$ cat config.mk
export PLATFORM = sky130hd
export DESIGN_NAME = mainfsm_gen2
export DESIGN_NICKNAME = d
export VERILOG_FILES = /design/src/rtl/mainfsm_gen2.sv
export SDC_FILE = /design/constraint.sdc
export NUM_CORES = 1
export LEC_CHECK = 0
export ABC_AREA = 1
export BUFFER_PORTS_ARGS = -buffer_cell sky130_fd_sc_hd__clkbuf_2
export CORE_MARGIN = 1.5
export CORE_UTILIZATION = 52
export CTS_BUF_LIST = sky130_fd_sc_hd__clkbuf_2 sky130_fd_sc_hd__clkbuf_4 sky130_fd_sc_hd__clkbuf_8
export DETAILED_ROUTE_END_ITERATION = 7
export PLACE_DENSITY = 0.94
export SLEW_MARGIN = 30
export SYNTH_ARGS = -nofsm -noshare
export SYNTH_HDL_FRONTEND = slang
export SYNTH_SLANG_ARGS = --single-unit
export TNS_END_PERCENT = 100
$ cat constraint.sdc
create_clock -name clk -period 1.8 [get_ports clk]
set_input_delay 0.36 -clock clk [delete_from_list [all_inputs] [get_ports clk]]
set_output_delay 0.36 -clock clk [all_outputs]
set_load 0.03 [all_outputs]
$ cat src/rtl/mainfsm_gen2.sv
// Multicycle main control FSM with a multi-cycle multiply path.
// Define MAINFSM_LONGMUL_EN to build in the MULWBHI state and LongMul path.
module mainfsm_gen2 #(
  parameter int MUL_CYCLES    = 2,
  parameter int MEM_HANDSHAKE = 1
) (
  input  logic       clk,
  input  logic       reset,
  input  logic [1:0] Op,
  input  logic [5:0] Funct,
  input  logic       MulInstr,
  input  logic       LongMul,
  input  logic       MemReady,
  output logic       IRWrite,
  output logic       AdrSrc,
  output logic       ALUSrcA,
  output logic       NextPC,
  output logic       RegW,
  output logic       RegWHi,
  output logic       MemW,
  output logic       Branch,
  output logic       ALUOp,
  output logic [1:0] ALUSrcB,
  output logic [1:0] ResultSrc,
  output logic       MulStart,
  output logic       MulBusy,
  output logic       Illegal,
  output logic [3:0] State
);

  localparam logic [3:0] FETCH    = 4'd0;
  localparam logic [3:0] DECODE   = 4'd1;
  localparam logic [3:0] MEMADR   = 4'd2;
  localparam logic [3:0] MEMRD    = 4'd3;
  localparam logic [3:0] MEMWB    = 4'd4;
  localparam logic [3:0] MEMWR    = 4'd5;
  localparam logic [3:0] EXECUTER = 4'd6;
  localparam logic [3:0] EXECUTEI = 4'd7;
  localparam logic [3:0] ALUWB    = 4'd8;
  localparam logic [3:0] BRANCH   = 4'd9;
  localparam logic [3:0] UNKNOWN  = 4'd10;
  localparam logic [3:0] MULEX    = 4'd11;
  localparam logic [3:0] MULWB    = 4'd12;
  localparam logic [3:0] MULWBHI  = 4'd13;

  localparam logic [3:0] MUL_LAST = 4'(MUL_CYCLES - 1);

  logic [3:0] state;
  logic [3:0] state_n;
  logic [3:0] cur;
  logic [3:0] cnt;
  logic [3:0] cnt_n;
  logic       mem_rdy;
  logic       unused_in;

  assign mem_rdy = (MEM_HANDSHAKE != 0) ? MemReady : 1'b1;

`ifdef MAINFSM_LONGMUL_EN
  assign unused_in = ^Funct[4:1];
`else
  assign unused_in = ^{Funct[4:1], LongMul};
`endif

  always_ff @(posedge clk) begin
    if (reset) begin
      state <= FETCH;
      cnt   <= 4'd0;
    end else begin
      state <= state_n;
      cnt   <= cnt_n;
    end
  end

  always_comb begin
    state_n = state;
    cnt_n   = cnt;
    unique case (state)
      FETCH: begin
        if (mem_rdy) state_n = DECODE;
      end
      DECODE: begin
        unique case (Op)
          2'b00: begin
            if (MulInstr) begin
              state_n = MULEX;
              cnt_n   = 4'd0;
            end else if (Funct[5]) begin
              state_n = EXECUTEI;
            end else begin
              state_n = EXECUTER;
            end
          end
          2'b01:   state_n = MEMADR;
          2'b10:   state_n = BRANCH;
          default: state_n = UNKNOWN;
        endcase
      end
      MEMADR: begin
        state_n = Funct[0] ? MEMRD : MEMWR;
      end
      MEMRD: begin
        if (mem_rdy) state_n = MEMWB;
      end
      MEMWR: begin
        if (mem_rdy) state_n = FETCH;
      end
      EXECUTER, EXECUTEI: begin
        state_n = ALUWB;
      end
      MEMWB, ALUWB, BRANCH, UNKNOWN: begin
        state_n = FETCH;
      end
      MULEX: begin
        if (cnt == MUL_LAST) begin
          state_n = MULWB;
        end else begin
          cnt_n = cnt + 4'd1;
        end
      end
      MULWB: begin
`ifdef MAINFSM_LONGMUL_EN
        state_n = LongMul ? MULWBHI : FETCH;
`else
        state_n = FETCH;
`endif
      end
`ifdef MAINFSM_LONGMUL_EN
      MULWBHI: begin
        state_n = FETCH;
      end
`endif
      default: begin
        state_n = FETCH;
      end
    endcase
  end

  // Reset forces the FETCH decode so controls are sane before the first edge.
  assign cur   = reset ? FETCH : state;
  assign State = cur;

  always_comb begin
    IRWrite   = 1'b0;
    AdrSrc    = 1'b0;
    ALUSrcA   = 1'b0;
    NextPC    = 1'b0;
    RegW      = 1'b0;
    RegWHi    = 1'b0;
    MemW      = 1'b0;
    Branch    = 1'b0;
    ALUOp     = 1'b0;
    ALUSrcB   = 2'b00;
    ResultSrc = 2'b00;
    MulStart  = 1'b0;
    MulBusy   = 1'b0;
    Illegal   = 1'b0;
    unique case (cur)
      FETCH: begin
        ALUSrcA   = 1'b1;
        ALUSrcB   = 2'b10;
        ResultSrc = 2'b10;
        IRWrite   = mem_rdy;
        NextPC    = mem_rdy;
      end
      DECODE: begin
        ALUSrcA   = 1'b1;
        ALUSrcB   = 2'b10;
        ResultSrc = 2'b10;
      end
      MEMADR: begin
        ALUSrcB = 2'b01;
      end
      MEMRD: begin
        AdrSrc = 1'b1;
      end
      MEMWB: begin
        ResultSrc = 2'b01;
        RegW      = 1'b1;
      end
      MEMWR: begin
        AdrSrc = 1'b1;
        MemW   = 1'b1;
      end
      EXECUTER: begin
        ALUOp = 1'b1;
      end
      EXECUTEI: begin
        ALUSrcB = 2'b01;
        ALUOp   = 1'b1;
      end
      ALUWB: begin
        RegW = 1'b1;
      end
      BRANCH: begin
        ALUSrcB   = 2'b01;
        ResultSrc = 2'b10;
        Branch    = 1'b1;
      end
      UNKNOWN: begin
        Illegal = 1'b1;
      end
      MULEX: begin
        MulBusy  = 1'b1;
        MulStart = (cnt == 4'd0);
      end
      MULWB: begin
        RegW = 1'b1;
      end
`ifdef MAINFSM_LONGMUL_EN
      MULWBHI: begin
        RegWHi = 1'b1;
      end
`endif
      default: begin
      end
    endcase
  end

endmodule

### Yosys cells after proc, flatten, opt, wreduce, memory -nomap -nowiden

Cells that the tools add are included.

| storage, ports and cells | value |
|---|---|
| register bits after elaboration | 8 |
| input bits | 13 |
| logic and storage cells | 72 |

| cells by class | value |
|---|---|
| $add $sub $neg | 1 |
| equal/unequal tests | 29 |
| mux-type cells | 26 |
| reductions and logical operators | 14 |

Operators with widths:

| operator | number |
|---|---|
| $mux 4 | 9 |
| $eq 4x3->1 const B | 7 |
| $pmux 4 s7 | 1 |
| $eq 4x4->1 const B | 6 |
| $eq 4x2->1 const B | 4 |
| $ne 2x2->1 const B | 7 |
| $eq 4x1->1 const B | 3 |
| $logic_not 4->1 | 3 |
| $pmux 4 s3 | 1 |
| $mux 1 | 11 |
| $reduce_or 3->1 | 3 |
| $pmux 2 s2 | 2 |
| $pmux 4 s2 | 1 |
| $reduce_and 4->1 | 2 |
| $reduce_or 2->1 | 4 |
| $add 4x1->4 const B | 1 |
| $mux 3 | 1 |
| $eq 2x1->1 const B | 1 |
| $eq 2x2->1 const B | 1 |
| $logic_not 2->1 | 1 |
| $reduce_bool 2->1 | 1 |

### Depth between registers and ports, before layout

Gate-level depths: netlist of run 1.

| depth | value |
|---|---|
| depth after elaboration | 4 |
| depth in mapped cells | 9 |
| gate-level depth less buffers | 9 |

### Worst setup path before layout of run 1

Ideal clock, no wire load.

| path | value |
|---|---|
| path kind | flip-flop to output port |
| start point | register state[1] |
| end point | output Illegal |
| data arrival time | 2.000 ns |
| setup slack | -0.560 ns |
| cell stages (with the launch flop) | 5 |
| buffers on the path | 0 |
| cell sequence | dfxtp_1 -> inv_1 -> nor2_1 -> inv_1 -> nor4_1 |

| on the way | value |
|---|---|
| longest elaborated chain between the ends | 3 |

RTL lines:

| what | line | source |
|---|---|---|
| from (decl) | 48 | `logic [3:0] state;` |
| from (signal assigned) | 69 | `state <= state_n;` |
| $mux 4 | 139 | `assign cur = reset ? FETCH : state;` |
| named net State[1] | 28 | `output logic [3:0] State` |
| $eq 4x4->1 | 157 | `unique case (cur)` |
| $mux 1 | 157 |  |
| to (decl) | 27 | `output logic Illegal,` |

The timed path passes the listed nets, and every way through them passes these cells.

### Worst setup path in the final report of run 1

| path | value |
|---|---|
| start point | register state[1] |
| end point | output ALUSrcB[0] |

| on the way | value |
|---|---|
| longest elaborated chain between the ends | 4 |
| elaborated cells on any way between the ends | 9 |
| those cells by class | 4 x eq/ne; 2 x mux; 3 x reduce/logical |

RTL lines:

| what | line | source |
|---|---|---|
| $mux 4 * | 139 |  |
| $eq 4x4->1, or another cell as far along | 157 |  |
| $reduce_or 3->1 (no line) or $reduce_or 2->1 (tied branches) | - |  |
| $pmux 2 s2 * | 157 |  |
| to (decl) | 23 | `output logic [1:0] ALUSrcB,` |

Every way passes the cells marked *; elsewhere a longest branch is shown, timed or not.

==> metrics list, run 1 <==
- Residual overflow from global routing: 0
- After layout, the worst setup slack is -0.0168 ns.
- H-tree depth reported by CTS: 1
- Post-Syn Area: 738 um^2
- Hold Violations, Final: 0
- The congestion estimate from routability-driven global placement came to 0.746.
- Post-CTS setup buffer count: 0
- Arrival time at the worst endpoint: 1.46 ns
- Detailed-route wire length per cell: 11.4 um
- Along the worst path, the maximum fanout reaches 7.
* Final HPWL DP: 1580 um
* Final #Nets: 176
- Final worst hold slack: 0.401 ns
- The number of nets handed over by synthesis was 144.
- N_diodes: 0
* Number of synthesized register bits: 8
* Synthesis-to-finish area growth: 35.8%
- The via count of the first global-routing pass is 801.
- For this configuration, the core starts out at a cell density of 0.560.
- # fillers: 106
- Max cap viols: 0
- Buffers inserted to repair hold after CTS numbered 0.
* Start point of the worst hold path: MemReady
* Die area: 0.00165 mm^2
* Syn Area/Cell: 5.77 um^2
- Of the total power, combinational logic draws 0.638.
- Most used flip-flop cell after synthesis: sky130_fd_sc_hd__dfxtp_1
- In this run the power density over the cells is 1150 mW/mm^2.
- Using the TritonRoute via totals, the vias-per-cell ratio works out to 5.17.
* Floorplan die height: 40.7 um
* Count of yosys warnings during synthesis: 0
- Across the VDD grid, the largest voltage drop is 0.639 mV.
- For the final database, setup skew stands at 0.00789 ns.
* Startpoint-to-endpoint class of the critical path: flop to output port
* Register area share after synthesis: 0.217
- At the end of the flow the core is filled with cells to 0.761.
- Clock latency on the worst-skew pair: 0.26 ns
- Required time reported for the critical path endpoint: 1.44 ns
- Setup violations remaining at the end of the flow were counted as 1.
* Total routed wirelength: 1960 um
* Number of slew-limit violations in the final report: 0
- Entering global routing, the biggest net connects 11 pins.
* Area of the core: 0.00132 mm^2
- Number of design rule violations left after detail routing: 0
* Commonest cells in the synthesized netlist: sky130_fd_sc_hd__nand2_1, sky130_fd_sc_hd__nor2_1, sky130_fd_sc_hd__inv_1
- The count of nets left with antenna violations once routing finished came out at 0.
- Dominant cell by count in the synthesized netlist: sky130_fd_sc_hd__nand2_1
* Beginning of the worst register-to-register path: state[2]$_SDFFE_PP0P_
- Portion of total power attributed to sequential cells: 0.237
* RSZ-0062 raised after global routing: true
- Hold crit path type: input port to flop
- Initial DRC count: 17
- Outcome: finished with violations
* Period Utilization, post-route: 1.01
* Proportion of netlist area held by the largest area contributor: 0.217
- The number of gates resized after CTS was 7.
- For this run, the top clock speed supported by timing is 550 MHz.
* Worst setup SP type: flop
* Violations in the final reports: setup timing
- In this run the core area contains 13 standard-cell rows.
- Static Leakage: 0.496 nW
* Number of port buffers: 26
* Clock Sink Count: 8
- At the placement stage, the worst setup path has a slack of 0.110 ns.
- Top post-synthesis cells by area: sky130_fd_sc_hd__dfxtp_1, sky130_fd_sc_hd__nand2_1, sky130_fd_sc_hd__nor2_1, sky130_fd_sc_hd__inv_1, sky130_fd_sc_hd__o21ai_0
- Root cell of the clock tree: sky130_fd_sc_hd__clkbuf_4
- Tracing the worst setup path back leads to its startpoint at state[1]$_SDFFE_PP0P_.
- Of the cells placed in the final design, the portion with a size suffix greater than 1 is 0.386.
- In the final timing run, aggregate negative setup slack is -0.0168 ns.
- For this run, asynchronously set or reset flops after synthesis account for 0.
- First-pass GRT wire length: 3000 um
* Net switching power: 0.000636 W
- The first TritonRoute pass finished after 4 iterations.
* Clock network fraction of design power: 0.125
* Cell type contributing the most total cell area after synthesis: sky130_fd_sc_hd__dfxtp_1
- Across every metal layer, demand over resource in global routing totals 0.278.
- The routed layout has 895 vias.
* Clock buffer count from CTS: 3
- After clock tree synthesis, the clock-pin slew on the worst setup and hold paths is 0.06 ns.
- Die extent in x: 40.7 um
* Post-synth EDFFs: 0
- Counting every instance in the synthesized netlist gives 128.
* Post-layout minimum cycle time: 1.82 ns
- Of the total power, the share spent switching nets is 0.551.
* Clock tree from TritonCTS: done
- Post-synth cell types: 23
* P_int: 0.000518 W
- The worst setup path is captured at an output port.
* Max clock buf depth: 2
- Initial antenna violation count: 0
* Top Ports: 33
[metrics by stage]
step,cells,cell area [um^2],power (W)
floorplan,128,796,0.000791
global placement,170,956,0.000950
detailed placement,170,956,0.000971
CTS,173,993,0.00113
global route,173,1000,0.00124
finish,173,1000,0.00115
[layout by cell type, fill, tap and decap left out, drive strengths merged]
master and n:
nand2 33, nor2 29, clkbuf 25, inv 19, o21ai 9, a21oi 8
buf 8, dfxtp 8, nand3 6, nor3 5, ha 3, o22ai 1
nor4 1, or2 1, xnor2 1, conb 1
[layer usage]
layer / share of wire / vias to the layer above / GRT usage
met4: 0.013 / 0 / 0.150
li1: - / 460 / -
met3: 0.048 / 4 / 0.0489
met1: 0.40 / 401 / 0.256
met5: 0 / - / 0
met2: 0.54 / 30 / 0.560
[cell families after synthesis]
group                      count (synthesis)  share of synthesized area
AOI/OAI and AO/OA                         18                      0.134
xor gates and xnor gates                   1                     0.0119
adders and majority gates                  3                     0.0509
buffers and inverters                     22                      0.122
DFF                                        8                      0.217
other                                      1                    0.00508
and+or+nand+nor                           75                      0.459
[worst max-delay path: stages, from the launching register on]
cell	delay, ns
sky130_fd_sc_hd__dfxtp_4	0.39
sky130_fd_sc_hd__inv_1	0.09
sky130_fd_sc_hd__nor2_2	0.10
sky130_fd_sc_hd__inv_1	0.10
sky130_fd_sc_hd__nor3_1	0.16
sky130_fd_sc_hd__nor2_1	0.10
sky130_fd_sc_hd__o21ai_4	0.05
sky130_fd_sc_hd__clkbuf_4	0.19
[path summary, 6_finish.rpt]
path	depth (start not counted)	to	slack (ns)
worst max-delay path	7	ALUSrcB[0]	-0.02
worst min-delay path	3	state[0]$_SDFFE_PP0P_	0.40
worst max register to register	9	cnt[3]$_SDFFE_PP0P_	0.47
worst min register to register	2	cnt[3]$_SDFFE_PP0P_	0.50
[layout make-up]
class / count / area, um^2 / area share
well taps: 15 / 18.8 / 0.0187
multi-input cells: 98 / 553 / 0.552
clock buffers: 3 / 22.5 / 0.0225
flip-flops and latches: 8 / 169 / 0.169
inverters: 19 / 71.3 / 0.0712
repair buffers: 30 / 168 / 0.167
[flip-flops by register name (all words and copies together) (netlist names)]
signal	flops
state	4
cnt	4
[power groups by stage]
stage	sequential, W	clock (W)	combinational [W]
2_1_floorplan	0.000272	0	0.000519
3_3_place_gp	0.000260	0	0.000690
3_5_place_dp	0.000262	0	0.000708
4_1_cts	0.000268	0.000142	0.000724
5_1_grt	0.000277	0.000153	0.000813
6_report	0.000273	0.000145	0.000736
Power figures use the tool's default switching activity.
==> inputs of run 2 (changes only) <==
--- a/config.mk
+++ b/config.mk
@@ -5,7 +5,6 @@
 export SDC_FILE = /design/constraint.sdc
 export NUM_CORES = 1
 export LEC_CHECK = 0
-export ABC_AREA = 1
 export BUFFER_PORTS_ARGS = -buffer_cell sky130_fd_sc_hd__clkbuf_2
 export CORE_MARGIN = 1.5
 export CORE_UTILIZATION = 52
==> run 2 against run 1 <==
The flow now finishes without violations. Design area rose by 0.37%. Die area increased by 2.2%. Via count shrank 4.8%. Total power decreased by 22%. Count of clock-buffer cells in the layout did not move. Clock power hardly changed. Global-route usage decreased by 0.46 points. Wire length up 3.8%. Critical endpoint is now AdrSrc. Largest cell class unchanged.
==> metrics list, run 2 <==
- In the global route stage, overall resource usage came out at 0.274.
* Pin count of the biggest net entering global routing: 13
- Via/cell ratio: 5.80
- Number of rows in the core area: 13
* Largest registers in the final layout: cnt: 4 flops, state: 4 flops
- The run finished with clean final reports.
* Number of synthesized register bits: 8
* Number of placed cells counting well taps: 144
* Syn Area/Cell: 7.20 um^2
- STA classifies the critical path startpoint as a flop.
- Residual overflow from global routing: 0
* Most common cell after layout, fill and taps aside: sky130_fd_sc_hd__clkbuf_2
- Area of the core: 0.00133 mm^2
- In this run the number of H-tree levels came out at 1.
- Setup violations remaining at the end of the flow were counted as 0.
- The library cells used most frequently in the layout, excluding fill and tap cells, are sky130_fd_sc_hd__clkbuf_2, sky130_fd_sc_hd__nor2_1, sky130_fd_sc_hd__buf_4, sky130_fd_sc_hd__nand2_1.
* Static Leakage: 0.464 nW
- Total via count after detailed routing: 852
- Synthesis produced 105 cells.
- The finished layout holds 147 standard cells, fillers aside.
- Highest clock frequency the design can meet: 573 MHz
- Core utilization of the finished layout: 0.754
- Pin placement for this block handled 33 I/O pins.
- Post-route cell area: 0.00101 mm^2
- Power density normalized to cell area: 895 mW/mm^2
- Max cap viols: 0
- Post-detailed-placement cell area: 966 um^2
* Top post-synthesis cells by area: sky130_fd_sc_hd__dfxtp_1, sky130_fd_sc_hd__nor2_1, sky130_fd_sc_hd__and3_1, sky130_fd_sc_hd__ha_1, sky130_fd_sc_hd__nand2b_1
* Vias in the first global route: 661
- Total routed wirelength: 2040 um
* Root cell of the clock tree: sky130_fd_sc_hd__clkbuf_4
- Count of yosys warnings during synthesis: 0
* Hold crit path type: input port to flop
- Routability congestion estimate: 0.842
* Final HPWL DP: 1470 um
- Hold repair after CTS inserted 0 buffers.
- Highest fanout seen on the critical path: 12
- Final #Nets: 150
- The die covers 0.00169 mm^2.
- During placement, the flow inserted port buffers numbering 26.
- The number of max-slew violations in the final report came to 0.
- Share of layout cells above drive strength 1: 0.409
- Post-synthesis net count: 121
* Worst vdd ir: 0.533 mV
* Clock Sink Count: 8
* Worst slack at placement: 0.137 ns
* Hold Violations, Final: 0
- Register area share after synthesis: 0.212
- The synthesized netlist contains 35 unique library cells.
- Startpoint-to-endpoint class of the critical path: flop to output port
- For the worst-skew pair, the clock arrives at the later sink with an insertion delay of 0.26 ns.
* Initial DRT Pass Iterations: 4
- Across the routed clock network, the largest skew measured is 0.00586 ns.
* Effective utilization at floorplan: 0.567
- Dividing the final minimum period by the clock period gives 0.970.
- Required time reported for the critical path endpoint: 1.44 ns
- Dominant cell by count in the synthesized netlist: sky130_fd_sc_hd__nor2_1
- Max clock buf depth: 2
- Arrival time at the worst endpoint: 1.39 ns
- The die is 41.1 um tall.
- Post-CTS setup buffer count: 0
* Clock-pin transition on the worst setup and hold timing paths: 0.06 ns
* N_diodes: 0
- In the final routed layout, each cell accounts on average for 13.9 um.
- Subtracting the final worst setup slack from the clock period gives 1.75 ns.
* Die extent in x: 41.1 um
- Buffers inserted during clock tree synthesis total 3.
- TritonCTS built the clock tree.
- The number of antenna violations at the first check in global routing is 0.
- The area growth from synthesis to layout is 33.1%.
* Number of design rule violations left after detail routing: 0
- Of all flip-flops after synthesis, the portion carrying an async set or reset was 0.
* Post-route setup slack: 0.0534 ns
* Initial DRC count: 21
* First-pass GRT wire length: 2990 um
- Post-synth EDFFs: 0
- Commonest cells in the synthesized netlist: sky130_fd_sc_hd__nor2_1, sky130_fd_sc_hd__dfxtp_1, sky130_fd_sc_hd__and3_1, sky130_fd_sc_hd__nand2_1, sky130_fd_sc_hd__nor3_1
* Post-Syn Area: 756 um^2
- For the final routed database, the setup TNS stands at 0 ns.
* Worst Setup End Kind: output port
- DRT antenna net count: 0
* Proportion of netlist area held by the largest area contributor: 0.212
- Cell type contributing the most total cell area after synthesis: sky130_fd_sc_hd__dfxtp_1
- The most used flip-flop cell after synthesis is sky130_fd_sc_hd__dfxtp_1.
## run 2: path summary, 6_finish.rpt
path / startpoint / to / slack [ns] / depth (start not counted)
setup / recovery: state[0]$_SDFFE_PP0P_ / AdrSrc / 0.05 / 4
hold / removal: Op[0] / state[0]$_SDFFE_PP0P_ / 0.49 / 4
setup reg to reg: cnt[0]$_SDFFE_PP0P_ / cnt[3]$_SDFFE_PP0P_ / 0.22 / 5
hold reg to reg: cnt[3]$_SDFFE_PP0P_ / cnt[3]$_SDFFE_PP0P_ / 0.55 / 1
## run 2: report_power, final
group	switching [W]	leakage [nW]	internal [W]
logic	0.000298	0.383	0.000211
registers	0.0000434	0.0666	0.000202
clock network	0.0000693	0.0138	0.0000769
## run 2: cells by family after synthesis
family | count (synthesis) | synth area share
XOR/XNOR | 2 | 0.0232
other | 1 | 0.00496
AND/OR/NAND/NOR | 57 | 0.412
AO/OA/AOI/OAI | 18 | 0.175
flip-flops | 8 | 0.212
multiplexers | 2 | 0.0298
buffers and inverters | 14 | 0.0927
adder cells (fa/ha/maj) | 3 | 0.0497
## run 2: layer usage
metal  routed length [um]  vias up  track usage
met2                  979       30        0.402
met3                  103        6       0.0815
met5                    0        -            0
met4                   41        0        0.113
met1                  914      393        0.367
li1                     -      423            -
## run 2: area by class of cell
class / count / area (um^2)
fill: 91 / 328
multi-input combinational: 83 / 589
clock buffer: 3 / 22.5
tap: 15 / 18.8
sequential: 8 / 165
timing repair buffer: 34 / 195
inverter: 4 / 15.0
## run 2: through the flow
step / hold slack, ns / power (W)
2_1_floorplan: 0.473 / 0.000622
3_3_place_gp: 0.504 / 0.000717
3_5_place_dp: 0.528 / 0.000729
4_1_cts: 0.485 / 0.000877
5_1_grt: 0.512 / 0.000954
6_report: 0.485 / 0.000900
## run 2: repair_timing
item                       CTS  global route
pin swaps                    0             1
gates resized for setup      1            11
setup endpoints to repair    2             7
## run 2: worst max-delay path: stages, from the launching register on
cell                       delay [ns]
sky130_fd_sc_hd__dfxtp_2         0.38
sky130_fd_sc_hd__buf_4           0.20
sky130_fd_sc_hd__nand2b_1        0.12
sky130_fd_sc_hd__nor3_2          0.19
sky130_fd_sc_hd__clkbuf_2        0.23
==> inputs of run 3 (changes only) <==
--- a/config.mk
+++ b/config.mk
@@ -6,10 +6,11 @@
 export NUM_CORES = 1
 export LEC_CHECK = 0
 export BUFFER_PORTS_ARGS = -buffer_cell sky130_fd_sc_hd__clkbuf_2
-export CORE_MARGIN = 1.5
+export CORE_MARGIN = 5
 export CORE_UTILIZATION = 52
 export CTS_BUF_LIST = sky130_fd_sc_hd__clkbuf_2 sky130_fd_sc_hd__clkbuf_4 sky130_fd_sc_hd__clkbuf_8
 export DETAILED_ROUTE_END_ITERATION = 7
+export GPL_TIMING_DRIVEN = 0
 export PLACE_DENSITY = 0.94
 export SLEW_MARGIN = 30
 export SYNTH_ARGS = -nofsm -noshare
==> run 3 against run 2 <==
The run now ends with setup timing left. Global-route usage down 2.5 points. Clock power about the same. Design area up 15%. Fmax down 3.0%. Clock skew up 0.0046 ns. Critical path depth up 2. Wire length up 30%. First-iteration DRC count rose to 2.7 times the previous value. Final cell count up 6.8%. Die area up 37%. Sequential share of layout area down 2.1 points. Critical endpoint is now NextPC.
==> metrics list, run 3 (synthesized netlist as in run 2, its figures left out) <==
- Setup repair after global routing could not meet its margin everywhere.
* Worst vdd ir: 0.784 mV
- STA classifies the critical path endpoint as an output port.
- Once detailed placement completed, the half-perimeter wirelength came to 1620 um.
* Initial antenna violation count: 0
- After the first detailed-routing iteration, the DRC count stood at 57.
- Hold Violations, Final: 0
- For this run the aggregate overflow at the end of global routing stands at 0.
- Largest registers in the final layout: cnt: 4 flops, state: 4 flops
* Total global routing track utilization: 0.248
- Number of slew-limit violations in the final report: 0
- Routability congestion estimate: 0.809
* Count of endpoints failing setup in the final report: 1
* Met1 Wirelength: 1010 um
- For this design, the CTS-stage hold fixing added 0 buffers.
- The routed design uses 238 um of met3 wire.
* First element of the critical path: state[1]$_SDFFE_PP0P_
- The die covers 0.00232 mm^2.
- Clock tree from TritonCTS: done
- Pin count of the biggest net entering global routing: 11
* Clock Sink Count: 8
* Post-layout minimum cycle time: 1.80 ns
- Clock-pin transition on the worst setup and hold timing paths: 0.06 ns
* Accumulated negative setup slack: -0.00109 ns
* Root cell of the clock tree: sky130_fd_sc_hd__clkbuf_4
- CTS built an H-tree with a depth of 1.
- Outcome: finished with violations
* Worst slack at placement: 0.0420 ns
* Vias in the first global route: 848
- Number of port buffers: 25
* PnR Total Power: 0.00105 W
- Total routed wirelength: 2650 um
* Top Ports: 33
* Startpoint-to-endpoint class of the critical path: flop to output port
- Beginning of the worst register-to-register path: cnt[0]$_SDFFE_PP0P_
- The floorplan step set the die height to 48.1 um.
- Violations in the final reports: setup timing
- The worst hold path belongs to the class input port to flop.
- Dividing the detail-routed wire length by the instance count gives 16.9 um.
- Clock buffer count from CTS: 3
- Detailed routing placed a total of 1330 um of wire on met2.
* Start point of the worst hold path: reset
- The longest clock path from root to sink contains 2 buffers.
- Dividing total power by cell area gives a power density of 905 mW/mm^2.
* Static Leakage: 0.531 nW
- STA puts the critical path data arrival time at 1.44 ns.
- Effective utilization at floorplan: 0.567
* N_diodes: 0
* Worst clock skew on the final layout: 0.0104 ns
- Uppermost metal layer occupied by signal nets: met4
- Worst setup SP type: flop
- In this run the standard cell core region covers 0.00133 mm^2.
- Relative to the synthesized area, the layout overhead comes to 53.3%.
- Of all nets on the critical path, the largest fanout is 8.
- Across the run, the number of max-cap violations was 0.
* Clock latency on the worst-skew pair: 0.27 ns
- Using the TritonRoute via totals, the vias-per-cell ratio works out to 6.06.
* Number of design rule violations left after detail routing: 0
- DRT antenna net count: 0
- Initial DRT Pass Iterations: 5
- Most common cell after layout, fill and taps aside: sky130_fd_sc_hd__clkbuf_2
- Number of rows in the core area: 13
* Core utilization of the finished layout: 0.869
- Total via count after detailed routing: 952
* Final #Nets: 160
- Across all setup checks in the final design, the least slack found is -0.00109 ns.
- Based on the critical path, the design can be clocked at up to 555 MHz.
- From left edge to right edge, the die measures 48.1 um.
- Share of layout cells above drive strength 1: 0.465
* First-pass GRT wire length: 3890 um
- Of the available clock period, the critical path in the final layout requires 1.00.
- Required time reported for the critical path endpoint: 1.44 ns
* Commonest non-fill, non-tap cells in the layout: sky130_fd_sc_hd__clkbuf_2, sky130_fd_sc_hd__buf_4, sky130_fd_sc_hd__nor2_1, sky130_fd_sc_hd__nand2_1
-- run 3: worst max-delay path, cell delays in order, from the launching register on --
cell	delay (ns)
sky130_fd_sc_hd__dfxtp_1	0.30
sky130_fd_sc_hd__buf_6	0.13
sky130_fd_sc_hd__nor2b_4	0.14
sky130_fd_sc_hd__nor3_4	0.18
sky130_fd_sc_hd__and3_4	0.22
sky130_fd_sc_hd__buf_6	0.09
sky130_fd_sc_hd__buf_8	0.11
-- run 3: routing by layer --
metal / global-route usage / up-vias
li1: - / 441
met1: 0.305 / 442
met2: 0.414 / 57
met3: 0.0775 / 12
met4: 0.0753 / 0
met5: 0 / -
-- run 3: power by group --
group          internal, W  switching, W
clock            0.0000770     0.0000715
sequential        0.000200     0.0000329
combinational     0.000302      0.000365
total             0.000579      0.000469
-- run 3: area by class of cell --
class / instances / area (um^2)
buffer: 9 / 85.1
clock buffer: 3 / 22.5
fill: 71 / 175
inverter: 4 / 15.0
multi-input combinational: 83 / 623
sequential: 8 / 166
tap: 15 / 18.8
timing repair buffer: 35 / 228
-- run 3: repair_timing --
action | 4_1_cts | 5_1_grt
endpoints found under the setup margin | 13 | 12
pin swaps | 2 | 5
resized for setup | 21 | 18
setup buffers | 6 | 4
-- run 3: path summary, 6_finish.rpt --
kind,end,slack [ns],depth (start not counted)
max,NextPC,-0.001,6
min,cnt[2]$_SDFFE_PP0P_,0.49,3
max reg2reg,state[1]$_SDFFE_PP0P_,0.06,5
min reg2reg,cnt[2]$_SDFFE_PP0P_,0.56,2
-- run 3: metrics by stage --
step           cell area, um^2  cells  hold slack (ns)
2_1_floorplan              826    105            0.473
3_3_place_gp               970    145            0.501
4_1_cts                   1100    154            0.489
5_1_grt                   1160    157            0.534
6_report                  1160    157            0.490
3_5_place_dp               970    145            0.529
